## config.mk

```make
export PLATFORM = sky130hd
export DESIGN_NAME = tdr_readout
export DESIGN_NICKNAME = d
export VERILOG_FILES = /design/src/rtl/tdr_readout.sv
export SDC_FILE = /design/constraint.sdc
export NUM_CORES = 1
export LEC_CHECK = 0
export BUFFER_PORTS_ARGS = -buffer_cell sky130_fd_sc_hd__buf_2
export CAP_MARGIN = 10
export CORE_MARGIN = 2
export CORE_UTILIZATION = 38
export CTS_BUF_LIST = sky130_fd_sc_hd__clkbuf_4
export DETAILED_ROUTE_END_ITERATION = 10
export PLACE_DENSITY = 0.69
export SKIP_CTS_REPAIR_TIMING = 1
export SLEW_MARGIN = 25
export SYNTH_ARGS = -nofsm -noshare
export SYNTH_HDL_FRONTEND = slang
export SYNTH_SLANG_ARGS = --single-unit
```

## constraint.sdc

```tcl
create_clock -name clk -period 3.6 [get_ports clk]
set_input_delay 0 -clock clk [delete_from_list [all_inputs] [get_ports clk]]
set_output_delay 0 -clock clk [all_outputs]
set_load 0.01 [all_outputs]
```

## src/rtl/tdr_readout.sv

```systemverilog
// Readout controller for a thermometer time-domain register built from tdr_latch cells.
// Arms the latch bank, waits for the edge to settle, then converts the synchronized taps to a count.
module tdr_readout #(
    parameter int N_TAPS         = 16,
    parameter int SYNC_STAGES    = 2,
    parameter int SETTLE_CYCLES  = 4,
    parameter int TIMEOUT_CYCLES = 255
) (
    input  logic                         clk,
    input  logic                         rstb,
    input  logic                         start,
    input  logic [N_TAPS-1:0]            carry_in,
    output logic                         latch_rstb,
    output logic                         busy,
    output logic                         out_valid,
    input  logic                         out_ready,
    output logic [$clog2(N_TAPS+1)-1:0]  out_code,
    output logic                         out_bubble,
    output logic                         out_timeout
);

    localparam int CODE_W  = $clog2(N_TAPS + 1);
    localparam int CNT_MAX = (TIMEOUT_CYCLES > SETTLE_CYCLES) ? TIMEOUT_CYCLES : SETTLE_CYCLES;
    localparam int CNT_W   = $clog2(CNT_MAX + 1);

    typedef enum logic [2:0] {
        IDLE,
        ARMED,
        SETTLE,
        CAPTURE,
        HOLD
    } state_t;

    state_t              state, state_next;
    logic [CNT_W-1:0]    cnt, cnt_next;
    logic                timeout_flag, timeout_flag_next;
    logic                latch_next, busy_next, valid_next;
    logic [CODE_W-1:0]   code_next;
    logic                bubble_next, out_timeout_next;
    logic [N_TAPS-1:0]   sync_q [SYNC_STAGES];
    logic [N_TAPS-1:0]   carry_sync;
    logic [CODE_W-1:0]   therm_code;
    logic                therm_bubble;

    // Independent per-bit synchronizer chains; skew between bits shows up as a bubble.
    always_ff @(posedge clk or negedge rstb) begin
        if (!rstb) begin
            for (int i = 0; i < SYNC_STAGES; i++) begin
                sync_q[i] <= '0;
            end
        end else begin
            sync_q[0] <= carry_in;
            for (int i = 1; i < SYNC_STAGES; i++) begin
                sync_q[i] <= sync_q[i-1];
            end
        end
    end

    assign carry_sync = sync_q[SYNC_STAGES-1];

    always_comb begin
        therm_code = CODE_W'(N_TAPS);
        for (int i = N_TAPS - 1; i >= 0; i--) begin
            if (!carry_sync[i]) begin
                therm_code = CODE_W'(i);
            end
        end
        therm_bubble = 1'b0;
        for (int i = 0; i < N_TAPS; i++) begin
            if ((i > int'(therm_code)) && carry_sync[i]) begin
                therm_bubble = 1'b1;
            end
        end
    end

    always_comb begin
        state_next        = state;
        cnt_next          = cnt;
        timeout_flag_next = timeout_flag;
        valid_next        = out_valid;
        code_next         = out_code;
        bubble_next       = out_bubble;
        out_timeout_next  = out_timeout;
        case (state)
            IDLE: begin
                if (start) begin
                    state_next        = ARMED;
                    cnt_next          = '0;
                    timeout_flag_next = 1'b0;
                end
            end
            ARMED: begin
                // An event on the same cycle as the timeout takes priority.
                if ((cnt >= CNT_W'(SYNC_STAGES)) && carry_sync[0]) begin
                    state_next = SETTLE;
                    cnt_next   = '0;
                end else if (cnt == CNT_W'(TIMEOUT_CYCLES - 1)) begin
                    state_next        = CAPTURE;
                    timeout_flag_next = 1'b1;
                end else begin
                    cnt_next = cnt + 1'b1;
                end
            end
            SETTLE: begin
                if (cnt == CNT_W'(SETTLE_CYCLES - 1)) begin
                    state_next = CAPTURE;
                end else begin
                    cnt_next = cnt + 1'b1;
                end
            end
            CAPTURE: begin
                code_next        = therm_code;
                bubble_next      = therm_bubble;
                out_timeout_next = timeout_flag;
                valid_next       = 1'b1;
                state_next       = HOLD;
            end
            HOLD: begin
                if (out_valid && out_ready) begin
                    valid_next = 1'b0;
                    state_next = IDLE;
                end
            end
            default: begin
                state_next = IDLE;
            end
        endcase
        latch_next = (state_next == ARMED) || (state_next == SETTLE) || (state_next == CAPTURE);
        busy_next  = (state_next != IDLE);
    end

    always_ff @(posedge clk or negedge rstb) begin
        if (!rstb) begin
            state        <= IDLE;
            cnt          <= '0;
            timeout_flag <= 1'b0;
            latch_rstb   <= 1'b0;
            busy         <= 1'b0;
            out_valid    <= 1'b0;
            out_code     <= '0;
            out_bubble   <= 1'b0;
            out_timeout  <= 1'b0;
        end else begin
            state        <= state_next;
            cnt          <= cnt_next;
            timeout_flag <= timeout_flag_next;
            latch_rstb   <= latch_next;
            busy         <= busy_next;
            out_valid    <= valid_next;
            out_code     <= code_next;
            out_bubble   <= bubble_next;
            out_timeout  <= out_timeout_next;
        end
    end

endmodule

```

# ---- Yosys cells after proc, flatten, opt, wreduce, memory -nomap -nowiden
# Index checks and enable logic that the tools add are counted.
dict set report totals {
  register_bits 54
  wordCells 118
}
dict set report classes {
  add_sub_neg 1
  magnitude_cmp 16
  n_eq_ne 15
  muxes 48
  reduce_logical 27
}
# cell count
set op_table {}
lappend op_table {{$mux W5} 16}
lappend op_table {{$gt A4 B5 Y1 const A} 8}
lappend op_table {{$mux W8} 4}
lappend op_table {{$pmux W8 S3} 1}
lappend op_table {{$gt A3 B5 Y1 const A} 4}
lappend op_table {{$mux W1} 19}
lappend op_table {{$logic_and A1 B1 Y1} 17}
lappend op_table {{$mux W3} 5}
lappend op_table {{$pmux W3 S5} 1}
lappend op_table {{$eq A3 B2 Y1 const B} 4}
lappend op_table {{$gt A2 B5 Y1 const A} 2}
lappend op_table {{$ne A2 B2 Y1 const B} 5}
lappend op_table {{$add A8 B1 Y8 const B} 1}
lappend op_table {{$eq A8 B2 Y1 const B} 1}
lappend op_table {{$eq A8 B8 Y1 const B} 1}
lappend op_table {{$ge A8 B2 Y1 const B} 1}
lappend op_table {{$reduce_and A4 Y1} 2}
lappend op_table {{$eq A3 B1 Y1 const B} 2}
lappend op_table {{$reduce_bool A3 Y1} 2}
lappend op_table {{$gt A1 B5 Y1 const A} 1}
lappend op_table {{$pmux W1 S2} 2}
lappend op_table {{$reduce_bool A2 Y1} 2}
lappend op_table {{$eq A3 B3 Y1 const B} 1}
lappend op_table {{$logic_not A3 Y1} 1}
lappend op_table {{other kinds (3)} 4}

# ---- Logic depth before layout (Yosys ltp)
# Gate-level depths: netlist of the first run.
dict set report depth {
  ltp_word 33
  ltp_mapped 8
}

# ---- Least setup slack after synthesis of the first run
# OpenSTA, ideal clock, no wires.
dict set report synth_timing {
  path_type {flip-flop to flip-flop}
  startpoint {register cnt[5]}
  endpoint {register cnt[3]}
  setup_time_ns 0.140
  arrival_ns 1.703
  required_time_ns 3.460
  setup_slack_ns 1.757
  path_stages_with_launch 7
  n_path_buf 0
  period_less_slack_ns 1.843
  cell_sequence {dfrtp_1 > or4_4 > o32ai_2 > o32ai_2 > nand4_1 > xor2_1 > nor2_1}
}
dict set report synth_via {
  elab_chain_cells 4
}
# item line_no
set synth_lines {}
lappend synth_lines {{start, declared} 35} ;# logic [CNT_W-1:0] cnt, cnt_next;
lappend synth_lines {{start signal, assigned} 145} ;# cnt <= cnt_next;
lappend synth_lines {{$ge A8 B2 Y1} 94} ;# if ((cnt >= CNT_W'(SYNC_STAGES)) && carry_sync[0]) begin
lappend synth_lines {{$logic_and A1 B1 Y1} 94}
lappend synth_lines {{$ne A3 B3 Y1 (no source line) / $mux W8 (equally long branches)} n/a}
lappend synth_lines {{$reduce_and A4 Y1 (no source line) / $pmux W8 S3 (equally long branches)} n/a}
# Parallel ways exist; a longest one is shown, timed or not.
# A chain may end at the register's enable or synchronous reset.

# ---- Worst setup path after layout of the first run
dict set report layout_timing {
  startpoint {register cnt[5]}
  endpoint {register cnt[5]}
}
dict set report layout_via {
  elab_chain_cells 4
}
# item line_no
set layout_lines {}
lappend layout_lines {{$add A8 B1 Y8 / $ge A8 B2 Y1 (equally long branches)} {101, 108, 94}}
lappend layout_lines {{$mux W8 / $logic_and A1 B1 Y1 (equally long branches)} {97, 94}}
lappend layout_lines {{$mux W8 / $ne A3 B3 Y1 (equally long branches)} n/a}
lappend layout_lines {{$pmux W8 S3 / $reduce_and A4 Y1 (equally long branches)} n/a}
# Parallel ways exist; a longest one is shown, timed or not. The select of a mux whose other input is x is not followed.

==> results.rst, run 1 <==
.. list-table::
   :header-rows: 1

   * - Metric
     - Value
   * - End-of-flow core utilization
     - 48.1%
   * - Dominant register cell in the synthesized netlist
     - sky130_fd_sc_hd__dfrtp_1
   * - Ant diodes
     - 0
   * - Area share of the leading cell type in the synthesized netlist
     - 62.2%
   * - Portion of the post-synthesis area used by sequential elements
     - 62.2%
   * - Detail Placement HPWL
     - 2650 µm
   * - Synth Instances
     - 185
   * - Static leakage power
     - 1.20 nW
   * - Path type of the worst min-delay path
     - in2reg
   * - Post-layout nets
     - 258
   * - Fraction of final layout cells with drive strength greater than 1
     - 22.4%
   * - Layout Area Growth over Synthesis
     - 21.8%
   * - Critical Path Sink Type
     - register
   * - Data arrival, critical path
     - 2.28 ns
   * - Placed cell count
     - 283
   * - Critical path type
     - reg2reg
   * - Final-report setup violation count
     - 0
   * - Drt pass-1 iters
     - 4
   * - Average size of a mapped cell
     - 11.7 µm²
   * - Post-route DRC
     - 0
   * - Width of the chip
     - 79.6 µm
   * - Non-filler instance count after layout
     - 309
   * - Standard-cell row count
     - 27
   * - Final Routed Wirelength
     - 3890 µm
   * - Max rail drop VDD
     - 0.000235 V
   * - Final worst-path cycle share
     - 56.4%
   * - Total clock sinks
     - 54
   * - Final worst clock skew
     - 0.00626 ns
   * - I/O pin total
     - 30
   * - Area of the placeable core
     - 5510 µm²
   * - Fin crit period
     - 2.03 ns
   * - Largest fanout of any net on the critical path
     - 9
   * - Number of global-route vias before repair
     - 1,374
   * - Overall die area
     - 6340 µm²
   * - Synth Net Count
     - 207
   * - Total CTS buffers
     - 5
   * - Power density over the cells
     - 544 nW/µm²
   * - Clock insertion delay at the later pin of the skew report
     - 0.37 ns
   * - Outcome
     - completed
   * - Type of element launching the critical path
     - register
   * - Total routing resource utilization after global routing
     - 13.2%
   * - RD Place Congestion
     - 0.919
   * - Area of the mapped netlist
     - 2170 µm²
   * - Fraction of registers with async set or reset after synthesis
     - 100%
   * - Total Power Consumption
     - 1.44 mW
   * - Detailed Route Iter0 Violations
     - 95
   * - Top achievable clock speed
     - 0.492 GHz
   * - Cell types with the largest area share after synthesis
     - sky130_fd_sc_hd__dfrtp_1 (62%), sky130_fd_sc_hd__nand2_1 (3.6%), sky130_fd_sc_hd__nand4_1 (3.2%)
   * - Via count of the routed design
     - 1,512
   * - Synth warnings
     - 0
   * - Largest net degree at the start of global routing
     - 55
   * - Buffer levels on the longest clock path
     - 2
   * - # port buffers
     - 29
   * - Final count of pins violating max slew
     - 0
   * - Number of max-capacitance violations reported
     - 0
   * - # fillers
     - 506
   * - CP Data Required Time
     - 3.85 ns
   * - Effective utilization at floorplan
     - 39.5%
   * - Number of flops mapped to enable cells by yosys
     - 0
   * - Vertical die dimension
     - 79.6 µm
   * - Clock H-tree levels
     - 2
   * - Initial antenna violation count
     - 0
   * - Setup repair after global routing missed its margin
     - false
   * - Avg WL per Cell
     - 12.6 µm
   * - Rel. slew slack
     - 53.2%
   * - Clock tree from TritonCTS
     - built
   * - Vias/cell
     - 4.89
   * - Clock edge transition at the registers on the reported setup and hold paths
     - 0.16 ns
   * - Global route total overflow
     - 0
   * - Area of all placed cells without fillers
     - 2650 µm²
   * - Final number of hold-violating endpoints
     - 0
   * - Final total negative setup slack
     - 0 ns
   * - Synthesized flop and latch total
     - 54
   * - Leading cell types in the layout, fill and taps excluded
     - sky130_fd_sc_hd__dfrtp_1 (54), sky130_fd_sc_hd__buf_2 (29), sky130_fd_sc_hd__nand2_1 (21), sky130_fd_sc_hd__dlygate4sd3_1 (18), sky130_fd_sc_hd__nor2_1 (13)
   * - Worst Max-Slew Pin Slew
     - 0.696 ns
   * - Cell taking the most area after synthesis
     - sky130_fd_sc_hd__dfrtp_1
   * - Count of different cell masters after synthesis
     - 49
   * - Most frequent standard cell in the layout excluding fill and tap cells
     - sky130_fd_sc_hd__dfrtp_1
   * - Antenna-violating nets left
     - 0
   * - Global-route wire length before repair
     - 6470 µm
   * - Root cell of the clock tree
     - sky130_fd_sc_hd__clkbuf_4
   * - Area after detailed placement
     - 2400 µm²
[worst max-delay path, cell delays in order, from the launching register on]
cell                      delay (ns)
sky130_fd_sc_hd__dfrtp_1        0.46
sky130_fd_sc_hd__or4_4          0.58
sky130_fd_sc_hd__o32ai_2        0.28
sky130_fd_sc_hd__o32ai_2        0.19
sky130_fd_sc_hd__nand4_1        0.17
sky130_fd_sc_hd__xor2_1         0.18
sky130_fd_sc_hd__nor2_1         0.05
[final timing paths]
path | start | to | slack (ns) | cells past startpoint
worst max-delay path | cnt[5]$_DFFE_PN0P_ | cnt[5]$_DFFE_PN0P_ | 1.57 | 6
worst min-delay path | start | timeout_flag$_DFFE_PN0P_ | 0.0004 | 4
worst max register to register | cnt[5]$_DFFE_PN0P_ | cnt[5]$_DFFE_PN0P_ | 1.57 | 6
worst min register to register | sync_q[22]$_DFF_PN0_ | carry_sync[6]$_DFF_PN0_ | 0.37 | 0
max in group asynchronous | rstb | cnt[2]$_DFFE_PN0P_ | 2.92 | 3
min in group asynchronous | rstb | sync_q[29]$_DFF_PN0_ | 0.26 | 3
[synthesized netlist by cell type, types with 2 or more instances]
master and number:
sky130_fd_sc_hd__nor2b_1 2, sky130_fd_sc_hd__dfrtp_1 54, sky130_fd_sc_hd__nor3_1 3, sky130_fd_sc_hd__nand3_1 2
sky130_fd_sc_hd__a21oi_1 7, sky130_fd_sc_hd__nand2_1 21, sky130_fd_sc_hd__nand2b_1 4, sky130_fd_sc_hd__o31ai_1 2
sky130_fd_sc_hd__ha_1 2, sky130_fd_sc_hd__inv_1 8, sky130_fd_sc_hd__or3_1 2, sky130_fd_sc_hd__xor2_1 5
sky130_fd_sc_hd__nor2_1 13, sky130_fd_sc_hd__o21ai_0 9, sky130_fd_sc_hd__o32ai_2 2, sky130_fd_sc_hd__a211oi_1 2
sky130_fd_sc_hd__clkbuf_1 3, sky130_fd_sc_hd__mux2i_1 2, sky130_fd_sc_hd__or2_2 2, sky130_fd_sc_hd__nand4_1 11
[per-stage QoR]
| step | hold slack (ns) | worst slack (ns) |
|---|---|---|
| 2_1_floorplan | -0.296 | 1.76 |
| 3_3_place_gp | 0.109 | 1.63 |
| 3_5_place_dp | 0.109 | 1.61 |
| 4_1_cts | -0.304 | 1.58 |
| 5_1_grt | 0.00679 | 1.36 |
| 6_report | 0.000420 | 1.57 |
[registers in the layout (all words and copies together) (netlist names)]
| signal | flops |
|---|---|
| latch_rstb | 1 |
| out_valid | 1 |
| state | 3 |
| out_bubble | 1 |
| out_timeout | 1 |
| carry_sync | 16 |
| timeout_flag | 1 |
| busy | 1 |
| cnt | 8 |
| sync_q | 16 |
| out_code | 5 |
[per-layer routing]
layer,wire length [µm],vias to the layer above,global-route usage (%)
li1,-,764,-
met3,142,2,3.85
met4,35,0,5.17
met1,1930,716,19.6
met5,0,-,0
met2,1780,30,18.0
[area by class of cell]
type,count,area [µm²],share of cell area (%)
Sequential cell,54,1350,51.1
Clock buffer,5,37.5,1.42
Clock inverter,3,28.8,1.09
Multi-Input combinational cell,119,776,29.3
Inverter,8,30.0,1.13
Timing Repair Buffer,48,333,12.6
Tap cell,72,90.1,3.40
[cells by family (layout without fill, tap and decap cells)]
logic type	after synthesis	in the layout	synth area share [%]
flops	54	54	62.2
simple gates	71	71	17.6
buf+inv	12	64	2.13
xor+xnor	6	6	2.42
fa+ha+maj	2	2	1.15
mux	3	3	1.44
compound gates	37	37	13.1
[power by group]
group | total [mW] | switching [mW] | internal, mW
registers | 0.779 | 0.0965 | 0.682
logic | 0.373 | 0.200 | 0.173
clock network | 0.288 | 0.202 | 0.0855
total | 1.44 | 0.499 | 0.941
No activity file was read; power rests on OpenSTA's default activity.
==> run 2: changes to the inputs <==
Settings changed: ABC_AREA from default to 1, PLACE_DENSITY 0.69 to 0.68.
Clock period 3.6 ns to 1.9 ns, I/O delays scaled along.
==> run 2 against run 1 <==
  * Synthesized cell count increased by 35%
  * Sequential share of layout area shrank 6.7 points
  * Die area grew 5.8%
  * Design area grew 15%
  * Synthesized area up 6.1%
  * Flip-flop and latch count unchanged
  * Worst hold slack better by 0.13 ns
  * Clock skew fell by 0.0016 ns
  * Register-to-register slack got worse by 1.6 ns
  * Worst setup slack lost 1.6 ns
  * Core utilization increased by 3.7 points
  * First-iteration DRC count is 34% higher
==> results.rst, run 2 <==
.. list-table::
   :header-rows: 1

   * - Metric
     - Value
   * - Critical Path Sink Type
     - register
   * - Fin crit period
     - 1.89 ns
   * - Antenna-violating nets left
     - 0
   * - Detail Placement HPWL
     - 3020 µm
   * - Rel. slew slack
     - 61.4%
   * - Area of all placed cells without fillers
     - 3050 µm²
   * - Synth warnings
     - 0
   * - Data arrival, critical path
     - 2.17 ns
   * - Number of global-route vias before repair
     - 1,587
   * - Buffers and inverters on the worst path
     - 1
   * - Vertical die dimension
     - 81.9 µm
   * - Fin Hold WS
     - 0.128 ns
   * - Final Routed Wirelength
     - 4730 µm
   * - Final count of pins violating max slew
     - 0
   * - Standard-cell row count
     - 28
   * - Largest fanout of any net on the critical path
     - 5
   * - Portion of the post-synthesis area used by sequential elements
     - 58.6%
   * - Final total negative setup slack
     - 0 ns
   * - Global route total overflow
     - 0
   * - Series of cell instances along the critical path
     - nand2_1, o31ai_2, nand2_2, nor2_1, inv_1, nor2_1, o21ai_1, nand2_1, nand3_1, nor2_1, a21oi_1
   * - Synth Net Count
     - 272
   * - Total routing resource utilization after global routing
     - 13.4%
   * - Area share of the leading cell type in the synthesized netlist
     - 58.6%
   * - Most Frequent Cell on Critical Path
     - sky130_fd_sc_hd__nor2_1
   * - Fraction of registers with async set or reset after synthesis
     - 100%
   * - Overall die area
     - 6710 µm²
   * - Clock insertion delay at the later pin of the skew report
     - 0.38 ns
   * - R2r startpoint
     - carry_sync[10]$_DFF_PN0_
   * - Drt pass-1 iters
     - 4
   * - Number of flops mapped to enable cells by yosys
     - 0
   * - Area occupied by multi-input gates
     - 905 µm²
   * - Count of different cell masters after synthesis
     - 31
   * - RD Place Congestion
     - 0.909
   * - Top achievable clock speed
     - 0.529 GHz
   * - Max rail drop VDD
     - 0.000568 V
   * - # port buffers
     - 29
   * - Minimum setup slack in the final design
     - 0.00826 ns
   * - Buffer levels on the longest clock path
     - 2
   * - Setup repair after global routing missed its margin
     - true
   * - Most frequent standard cell in the layout excluding fill and tap cells
     - sky130_fd_sc_hd__dfrtp_1
   * - Avg WL per Cell
     - 11.9 µm
   * - CP max stage delay
     - 0.42 ns
   * - Critical path type
     - reg2reg
   * - Path type of the worst min-delay path
     - in2async
   * - Dominant register cell in the synthesized netlist
     - sky130_fd_sc_hd__dfrtp_1
   * - I/O pin total
     - 30
   * - Most used standard cell by instance count after synthesis
     - sky130_fd_sc_hd__dfrtp_1
   * - Placed cell count
     - 356
   * - Leading cell types in the layout, fill and taps excluded
     - sky130_fd_sc_hd__dfrtp_1 (54), sky130_fd_sc_hd__nand2_1 (50), sky130_fd_sc_hd__buf_2 (29), sky130_fd_sc_hd__inv_1 (22), sky130_fd_sc_hd__nor2_1 (20)
   * - Worst Max-Slew Pin Slew
     - 0.578 ns
   * - Average size of a mapped cell
     - 9.22 µm²
   * - Post-synth top cells
     - sky130_fd_sc_hd__dfrtp_1 (54), sky130_fd_sc_hd__nand2_1 (51), sky130_fd_sc_hd__inv_1 (29), sky130_fd_sc_hd__nor2_1 (24), sky130_fd_sc_hd__o21ai_0 (14)
   * - Area of the mapped netlist
     - 2310 µm²
   * - Via count of the routed design
     - 1,867
   * - Ant diodes
     - 0
   * - Total clock sinks
     - 54
   * - Sequential standard cell area
     - 1350 µm²
   * - Clock tree from TritonCTS
     - built
   * - Reg-to-Reg End
     - out_bubble$_DFFE_PN0P_
   * - Area after detailed placement
     - 2580 µm²
   * - Type of element launching the critical path
     - register
   * - # fillers
     - 535
   * - Effective utilization at floorplan
     - 39.2%
   * - Clock H-tree levels
     - 2
   * - Reg2reg setup slack
     - 0.008 ns
   * - Largest net degree at the start of global routing
     - 32
   * - Vias/cell
     - 4.69
   * - Crit path launch
     - carry_sync[10]$_DFF_PN0_
   * - Global-route wire length before repair
     - 6990 µm
   * - Static leakage power
     - 1.43 nW
   * - Final worst clock skew
     - 0.00463 ns
   * - Root cell of the clock tree
     - sky130_fd_sc_hd__clkbuf_4
   * - Power density over the cells
     - 1010 nW/µm²
   * - Number of max-capacitance violations reported
     - 0
   * - Outcome
     - completed
   * - CP Data Required Time
     - 2.18 ns
   * - Cell taking the most area after synthesis
     - sky130_fd_sc_hd__dfrtp_1
   * - Area of the placeable core
     - 5890 µm²
   * - Synth Instances
     - 250
   * - Detailed Route Iter0 Violations
     - 127
   * - Initial antenna violation count
     - 0
   * - Post-route DRC
     - 0
   * - Worst Setup Slack post-DPL
     - 0.0385 ns
   * - Final-report setup violation count
     - 0
   * - Non-filler instance count after layout
     - 398
   * - Post-layout nets
     - 344
   * - Cell with the biggest individual delay on the critical path
     - sky130_fd_sc_hd__dfrtp_1
   * - Width of the chip
     - 81.9 µm
   * - Synthesized flop and latch total
     - 54
   * - Cell types with the largest area share after synthesis
     - sky130_fd_sc_hd__dfrtp_1 (59%), sky130_fd_sc_hd__nand2_1 (8.3%), sky130_fd_sc_hd__inv_1 (4.7%)
   * - Family with the most delay on the worst path
     - simple AND/OR/NAND/NOR gates
   * - Final number of hold-violating endpoints
     - 0
   * - Fraction of final layout cells with drive strength greater than 1
     - 34.7%
   * - Total CTS buffers
     - 5
   * - Depth of the most critical reg-to-reg path
     - 11
   * - Layout Area Growth over Synthesis
     - 32.1%
   * - Final worst-path cycle share
     - 99.6%
   * - Clock edge transition at the registers on the reported setup and hold paths
     - 0.16 ns
## run 2: report_power, final
part	internal (mW)	total [mW]	switching, mW
Sequential	1.33	1.44	0.109
Combinational	0.414	1.09	0.678
Clock	0.162	0.546	0.384
## run 2: cell type report
| cell class | instances | area share, % |
|---|---|---|
| Multi-Input combinational cell | 156 | 29.7 |
| Clock inverter | 3 | 0.945 |
| Timing Repair Buffer | 66 | 15.9 |
| Sequential cell | 54 | 44.4 |
| Clock buffer | 5 | 1.23 |
| Inverter | 39 | 4.81 |
| Tap cell | 75 | 3.08 |
## run 2: worst reg2reg max path, cell delays in order, from the launching register on
cell                      delay, ns
sky130_fd_sc_hd__dfrtp_1       0.42
sky130_fd_sc_hd__nand2_1       0.12
sky130_fd_sc_hd__o31ai_2       0.33
sky130_fd_sc_hd__nand2_2       0.14
sky130_fd_sc_hd__nor2_1        0.16
sky130_fd_sc_hd__inv_1         0.09
sky130_fd_sc_hd__nor2_1        0.16
sky130_fd_sc_hd__o21ai_1       0.09
sky130_fd_sc_hd__nand2_1       0.07
sky130_fd_sc_hd__nand3_1       0.07
sky130_fd_sc_hd__nor2_1        0.08
sky130_fd_sc_hd__a21oi_1       0.07
## run 2: through the flow
step           power [mW]  utilization [%]
4_1_cts              2.92             44.9
3_5_place_dp         2.36             43.8
6_report             3.08             51.7
3_3_place_gp         2.34             43.8
2_1_floorplan        2.09                -
5_1_grt              3.33             51.7
## run 2: logic make-up after synthesis
logic type	share of synthesized area, %
AO/OA/AOI/OAI	8.63
adder cells (fa/ha/maj)	1.09
buffers and inverters	6.51
flip-flops	58.6
AND/OR/NAND/NOR	25.2
## run 2: metal layers
layer	global-route usage, %	part of all wire [%]	wire (µm)	vias to the layer above
li1	-	-	-	941
met1	18.5	45	2150	870
met2	20.8	49	2300	44
met3	2.75	3.6	170	12
met4	4.67	2.2	104	0
met5	0	0	0	-
## run 2: worst max path at each step
stage | endpoint | cells past startpoint | slack, ns
after floorplan | cnt[6]$_DFFE_PN0P_ | 13 | 0.24
after global placement | out_bubble$_DFFE_PN0P_ | 12 | 0.04
after detailed placement | out_bubble$_DFFE_PN0P_ | 12 | 0.04
after CTS | out_bubble$_DFFE_PN0P_ | 12 | 0.01
after global routing | out_bubble$_DFFE_PN0P_ | 11 | -0.22
final | out_bubble$_DFFE_PN0P_ | 11 | 0.008
